--- config.mk ---
export PLATFORM = sky130hd
export DESIGN_NAME = regfile_mp_scoreboard
export DESIGN_NICKNAME = d
export VERILOG_FILES = /design/src/rtl/regfile_mp_scoreboard.sv
export SDC_FILE = /design/constraint.sdc
export NUM_CORES = 2
export LEC_CHECK = 0
export BUFFER_PORTS_ARGS = -buffer_cell sky130_fd_sc_hd__buf_4
export CAP_MARGIN = 20
export CORE_ASPECT_RATIO = 0.6
export CORE_MARGIN = 4
export CORE_UTILIZATION = 30
export CTS_CLUSTER_SIZE = 20
export DETAILED_ROUTE_END_ITERATION = 10
export MAX_ROUTING_LAYER = met4
export PLACE_DENSITY = 0.58
export SYNTH_ARGS = -nofsm -noshare
export SYNTH_HDL_FRONTEND = slang
export SYNTH_SLANG_ARGS = --single-unit
--- constraint.sdc ---
create_clock -name clk -period 31.6 [get_ports clk]
set_clock_uncertainty 0.1 [all_clocks]
set_input_delay 1.58 -clock clk [delete_from_list [all_inputs] [get_ports clk]]
set_output_delay 1.58 -clock clk [all_outputs]
set_load 0.05 [all_outputs]
--- src/rtl/regfile_mp_scoreboard.sv ---
// Multi-port integer register file with per-register busy scoreboard,
// optional write-to-read bypass and a sequenced sweep-clear FSM.
module regfile_mp_scoreboard #(
  parameter int unsigned XLEN     = 32,
  parameter int unsigned NREGS    = 32,
  parameter int unsigned NRD      = 2,
  parameter int unsigned BYPASS   = 1,
  parameter int unsigned ZERO_REG = 1,
  localparam int unsigned AW      = (NREGS > 1) ? $clog2(NREGS) : 1
) (
  input  logic                clk,
  input  logic                rst,
  input  logic [NRD*AW-1:0]   rd_addr,
  output logic [NRD*XLEN-1:0] rd_data,
  output logic [NRD-1:0]      rd_ready,
  input  logic                wr0_en,
  input  logic [AW-1:0]       wr0_addr,
  input  logic [XLEN-1:0]     wr0_data,
  input  logic                wr1_en,
  input  logic [AW-1:0]       wr1_addr,
  input  logic [XLEN-1:0]     wr1_data,
  input  logic                res_en,
  input  logic [AW-1:0]       res_addr,
  input  logic                clr_req,
  output logic                clr_busy
);

  typedef enum logic {
    ST_IDLE,
    ST_SWEEP
  } state_t;

  state_t            state_q, state_d;
  logic [AW-1:0]     cnt_q, cnt_d;
  logic [NREGS-1:0]  busy_q, busy_d;
  logic [XLEN-1:0]   regs_q [NREGS];
  logic [XLEN-1:0]   regs_d [NREGS];

  logic idle_c;
  logic w0_ok_c, w1_ok_c, res_ok_c;

  // Address is backed by real storage (in range and not the hardwired zero).
  function automatic logic addr_ok(input logic [AW-1:0] a);
    return (32'(a) < NREGS) && !((ZERO_REG != 0) && (a == '0));
  endfunction

  assign idle_c   = (state_q == ST_IDLE);
  assign w0_ok_c  = idle_c && wr0_en && addr_ok(wr0_addr);
  assign w1_ok_c  = idle_c && wr1_en && addr_ok(wr1_addr);
  assign res_ok_c = idle_c && res_en && addr_ok(res_addr);
  assign clr_busy = (state_q == ST_SWEEP);

  // Combinational read ports; port 1 write bypass has priority over port 0.
  always_comb begin
    rd_data  = '0;
    rd_ready = '1;
    for (int k = 0; k < NRD; k++) begin
      logic [AW-1:0] a;
      a = rd_addr[k*AW +: AW];
      if (addr_ok(a)) begin
        rd_data[k*XLEN +: XLEN] = regs_q[a];
        rd_ready[k]             = ~busy_q[a];
        if (BYPASS != 0) begin
          if (w0_ok_c && (a == wr0_addr)) begin
            rd_data[k*XLEN +: XLEN] = wr0_data;
            rd_ready[k]             = 1'b1;
          end
          if (w1_ok_c && (a == wr1_addr)) begin
            rd_data[k*XLEN +: XLEN] = wr1_data;
            rd_ready[k]             = 1'b1;
          end
        end
      end
    end
  end

  // Next-state: writes and reservations in IDLE, one register cleared per SWEEP cycle.
  always_comb begin
    state_d = state_q;
    cnt_d   = cnt_q;
    busy_d  = busy_q;
    regs_d  = regs_q;
    unique case (state_q)
      ST_IDLE: begin
        if (w0_ok_c) begin
          regs_d[wr0_addr] = wr0_data;
          busy_d[wr0_addr] = 1'b0;
        end
        if (w1_ok_c) begin
          regs_d[wr1_addr] = wr1_data;
          busy_d[wr1_addr] = 1'b0;
        end
        // Reservation applied last so it wins over a same-edge writeback.
        if (res_ok_c) begin
          busy_d[res_addr] = 1'b1;
        end
        if (clr_req) begin
          state_d = ST_SWEEP;
          cnt_d   = '0;
        end
      end
      ST_SWEEP: begin
        regs_d[cnt_q] = '0;
        busy_d[cnt_q] = 1'b0;
        if (cnt_q == AW'(NREGS - 1)) begin
          cnt_d   = '0;
          state_d = ST_IDLE;
        end else begin
          cnt_d = cnt_q + AW'(1);
        end
      end
      default: state_d = ST_IDLE;
    endcase
  end

  always_ff @(posedge clk or posedge rst) begin
    if (rst) begin
      state_q <= ST_IDLE;
      cnt_q   <= '0;
      busy_q  <= '0;
      for (int i = 0; i < NREGS; i++) begin
        regs_q[i] <= '0;
      end
    end else begin
      state_q <= state_d;
      cnt_q   <= cnt_d;
      busy_q  <= busy_d;
      for (int i = 0; i < NREGS; i++) begin
        regs_q[i] <= regs_d[i];
      end
    end
  end

endmodule

==> flow_results.org <==
** STA
- For the pin with the worst max-slew slack, the measured transition is 1.32 ns.
- The count of final max-slew check failures is 0.
- Tmin final :: 8.31 ns
- Summed negative setup slack over all endpoints :: 0 ns
- For this run, the top clock speed supported by timing is 120 MHz.
- Final Hold Violating Endpoints :: 0
- Crit share post-route :: 26.3%
- Setup repair after global routing missed its margin :: no
- # setup viols final :: 0
- Setup slack closes at 23.29 ns.
- Headroom to the max-slew limit :: 11.9%

** Critical path
- Worst-path cell with the longest stage delay :: buf_4
- Data required time at the worst endpoint :: 29.92 ns
- Worst stage delay on the critical path :: 0.73 ns
- Bufs and invs on worst path :: 6
- Reg2reg path depth :: 6
- On the critical path the largest part of the delay comes from buffers and inverters.
- Data arrives at the worst endpoint at 6.63 ns.
- STA classifies the critical path endpoint as an output pin.
- Along the worst path, the maximum fanout reaches 41.
- Most frequent cell on the critical path :: buf_4
- Launch instance of the worst register-to-register path :: clr_busy$_DFF_PP0_
- The critical path is of the primary input to output pin type.
- Worst-case register-to-register setup slack :: 26.77 ns
- Critical Path Start :: rd_addr[6]
- The critical path goes through clkbuf_8 -> buf_4 -> buf_4 -> xnor2_1 -> nand4_1 -> buf_4 -> o211ai_1 -> or2_2 -> buf_4 -> o211ai_1 -> buf_4.
- Critical Path Source Type :: primary input
- The endpoint identified for the worst register-to-register timing path is regs_q[963]$_DFF_PP0_.

** Synth
- Number of enable flip-flop cells after synthesis :: 0
- Yosys printed 0 warnings.
- Count of unique library cells instantiated by Yosys :: 73
- For this run, the leading register cell type out of synthesis is dfrtp_1.
- Synthesized flop and latch total :: 1062
- By area the synthesized netlist is led by dfrtp_1 34%, mux2i_1 15%, mux4_2 14%.
- Top cell type's share of synthesized area :: 34.5%
- Most area-hungry cell type in the Yosys netlist :: dfrtp_1
- The commonest cells after synthesis are 1165 x mux2i_1, 1066 x nor2_1, 1062 x dfrtp_1.
- Share of synthesized area occupied by flip-flops and latches :: 34.5%
- The cell count after synthesis came out at 7767.
- Of all flip-flops after synthesis, the portion carrying an async set or reset was 100%.
- Nets in the synthesized netlist :: 7867
- Post-Synthesis Cell Area :: 77100 um2
- Dividing the synthesized area by the synthesized cell count gives 9.93 um2.
- Most common cell in the netlist :: mux2i_1

** Finish
- Layout overhead on the synthesized area :: 9.55%
- Final #Nets :: 7312
- The finished layout holds 10700 standard cells, fillers aside.
- Layout cell share with drive strength beyond 1 :: 15.4%

** Clocking
- TritonCTS built the clock tree.
- Number of buffers inserted by post-CTS setup repair :: 0
- CTS root buffer :: clkbuf_16
- Clock tree sinks :: 1062
- Clock insertion delay at the later pin of the skew report :: 0.75 ns
- After clock tree synthesis, the clock-pin slew on the worst setup and hold paths is 0.07 ns.
- Counting the buffers created by CTS gives 102.
- Quantity of gates resized following cts :: 0
- In this run the deepest clock path goes through 3 buffers.
- Hold buffer count at CTS :: 0
- Number of H-tree branching levels :: 3

** Global route
- Global routing finished with a remaining overflow of 0.
- Largest net degree at the start of global routing :: 202
- The via count of the first global-routing pass is 65700.
- Total routing resource utilization after global routing :: 28.5%
- The number of antenna violations at the first check in global routing was 39.
- Wire length of the first global-routing pass :: 532 mm

** Routing
- For this run, design rule violations remaining after detail routing come to 0.
- Dividing the detail-routed via count by the number of cells gives 6.73.
- Across all layers, the routed design uses 72300 vias.
- The detailed router finished its first iteration with 14400 violations.
- In the final routed layout, each cell accounts on average for 36.0 um.
- First-pass iteration count of the detailed router :: 10
- Number of antenna-violating nets in the routed design :: 0
- Summed over all layers, the routed wires come to 386 mm.

** Die
- The floorplan step defined a die boundary enclosing 266000 um2.
- Floorplan die height :: 401 um
- Placeable Area :: 254000 um2
- Overall die width :: 663 um
- Num ports :: 162
- The initial utilization of the core area, before any placement, comes to 30.3%.
- Floorplan row count :: 143

** Min path
- In this run the worst hold path is classified as flip-flop to flip-flop.
- Counting instances, the worst hold path has a depth of 1.
- The startpoint identified for the worst hold timing path is busy_q[0]$_DFF_PP0_.
- Endpoint of the worst hold-timing path :: busy_q[0]$_DFF_PP0_

** Placement
- The congestion estimate from routability-driven global placement came to 0.973.
- Count of buffers from port buffering :: 161
- Placed Cells :: 10500
- Post-placement setup slack :: 23.46 ns
- HPWL reported at the end of detailed placement :: 223 mm

** Run status
- Result of the run :: complete, no violations

** Pwr
- Max rail drop VDD :: 104 uV
- Power spread over the standard cell area amounts to 67.0 nW/um2.
- The design draws 5.66 mW.
- Summed over all cells, the static leakage comes to 37.9 nW.

** Job
- The tool flagged a number of max-cap violations equal to 0.
power breakdown:
| part | switching [mW] | leakage (nW) | internal (mW) | total (mW) |
|---|---|---|---|---|
| Combinational | 1.40 | 21.5 | 0.854 | 2.25 |
| Sequential | 0.378 | 14.7 | 1.68 | 2.06 |
| Clock | 0.631 | 1.66 | 0.719 | 1.35 |
| Total | 2.41 | 37.9 | 3.25 | 5.66 |
cell families (layout without fill, tap and decap cells):
logic type               Yosys count  after routing  share of synthesized area, %
buffers and inverters           1068            589                          5.96
AO/OA/AOI/OAI                   2436           2436                          21.7
multiplexers                    1647           1647                          29.2
adder cells (fa/ha/maj)            5              5                        0.0811
flip-flops                      1062           1062                          34.5
other                              0             47                             0
AND/OR/NAND/NOR                 1527           1527                          8.38
XOR/XNOR                          22             22                         0.250
final cells by class:
type / count / area, um2
Antenna cell: 47 / 118
Clock inverter: 27 / 373
Tap cell: 3407 / 4260
Clock buffer: 153 / 3000
Multi-Input combinational cell: 5637 / 46900
Inverter: 50 / 203
Timing Repair Buffer: 359 / 3130
Fill cell: 25300 / 170000
Sequential cell: 1062 / 26600
layout by cell type (no fill, tap or decap), drive strengths merged, types with 4 or more instances in the layout:
cell type / instances
a211o: 9
a211oi: 9
a21o: 5
a21oi: 1028
a22o: 991
a22oi: 159
a31oi: 19
a32oi: 27
and2: 37
and3: 6
and4: 4
buf: 358
bufinv: 8
clkbuf: 154
clkinv: 40
dfrtp: 1062
diode: 47
ha: 5
inv: 29
mux2i: 1165
mux4: 481
nand2: 213
nand2b: 11
nand3: 48
nand4: 55
nor2: 1084
nor2b: 17
nor3: 14
nor3b: 9
nor4: 8
o211ai: 41
o21ai: 78
o221ai: 9
o22ai: 47
or2: 5
xnor2: 7
xor2: 15
how the worst max path moves through the flow:
stage / slack, ns / endpoint / depth (start not counted)
3_3_place_gp: 23.51 / rd_data[33] / 11
4_1_cts: 23.46 / rd_data[33] / 11
6_report: 23.29 / rd_data[38] / 11
3_5_place_dp: 23.46 / rd_data[33] / 11
5_1_grt: 23.41 / rd_data[33] / 11
2_1_floorplan: 0.03 / busy_q[0]$_DFF_PP0_ / 1
per-stage QoR:
step	util, %	cell area [um2]	hold slack, ns
after global routing	33.2	84500	0.432
after CTS	33.0	84000	0.412
after detailed placement	31.7	80600	0.389
after global placement	31.6	80500	0.382
after floorplan	-	77100	0.367
final	33.2	84500	0.413
state kept, by name, indices dropped and copies added, names as in the netlist:
register	cells
busy_q	32
clr_busy	1
cnt_q	5
regs_q	1024
layer usage:
layer	part of all wire [%]	wire length, um	global-route usage (%)	vias up
met5	0	0	-	-
met4	5.5	21400	14.2	0
li1	-	-	-	28200
met3	17	67100	13.8	1206
met2	39	150000	35.8	6856
met1	38	148000	37.2	36100
worst register-to-register path, cell delays in order (launching register included):
cell	delay [ns]
dfrtp_2	0.41
buf_4	0.32
inv_8	0.77
buf_4	0.93
buf_4	0.95
buf_12	0.74
a22o_1	0.55
Note: power is estimated with default switching activity, not from simulation.
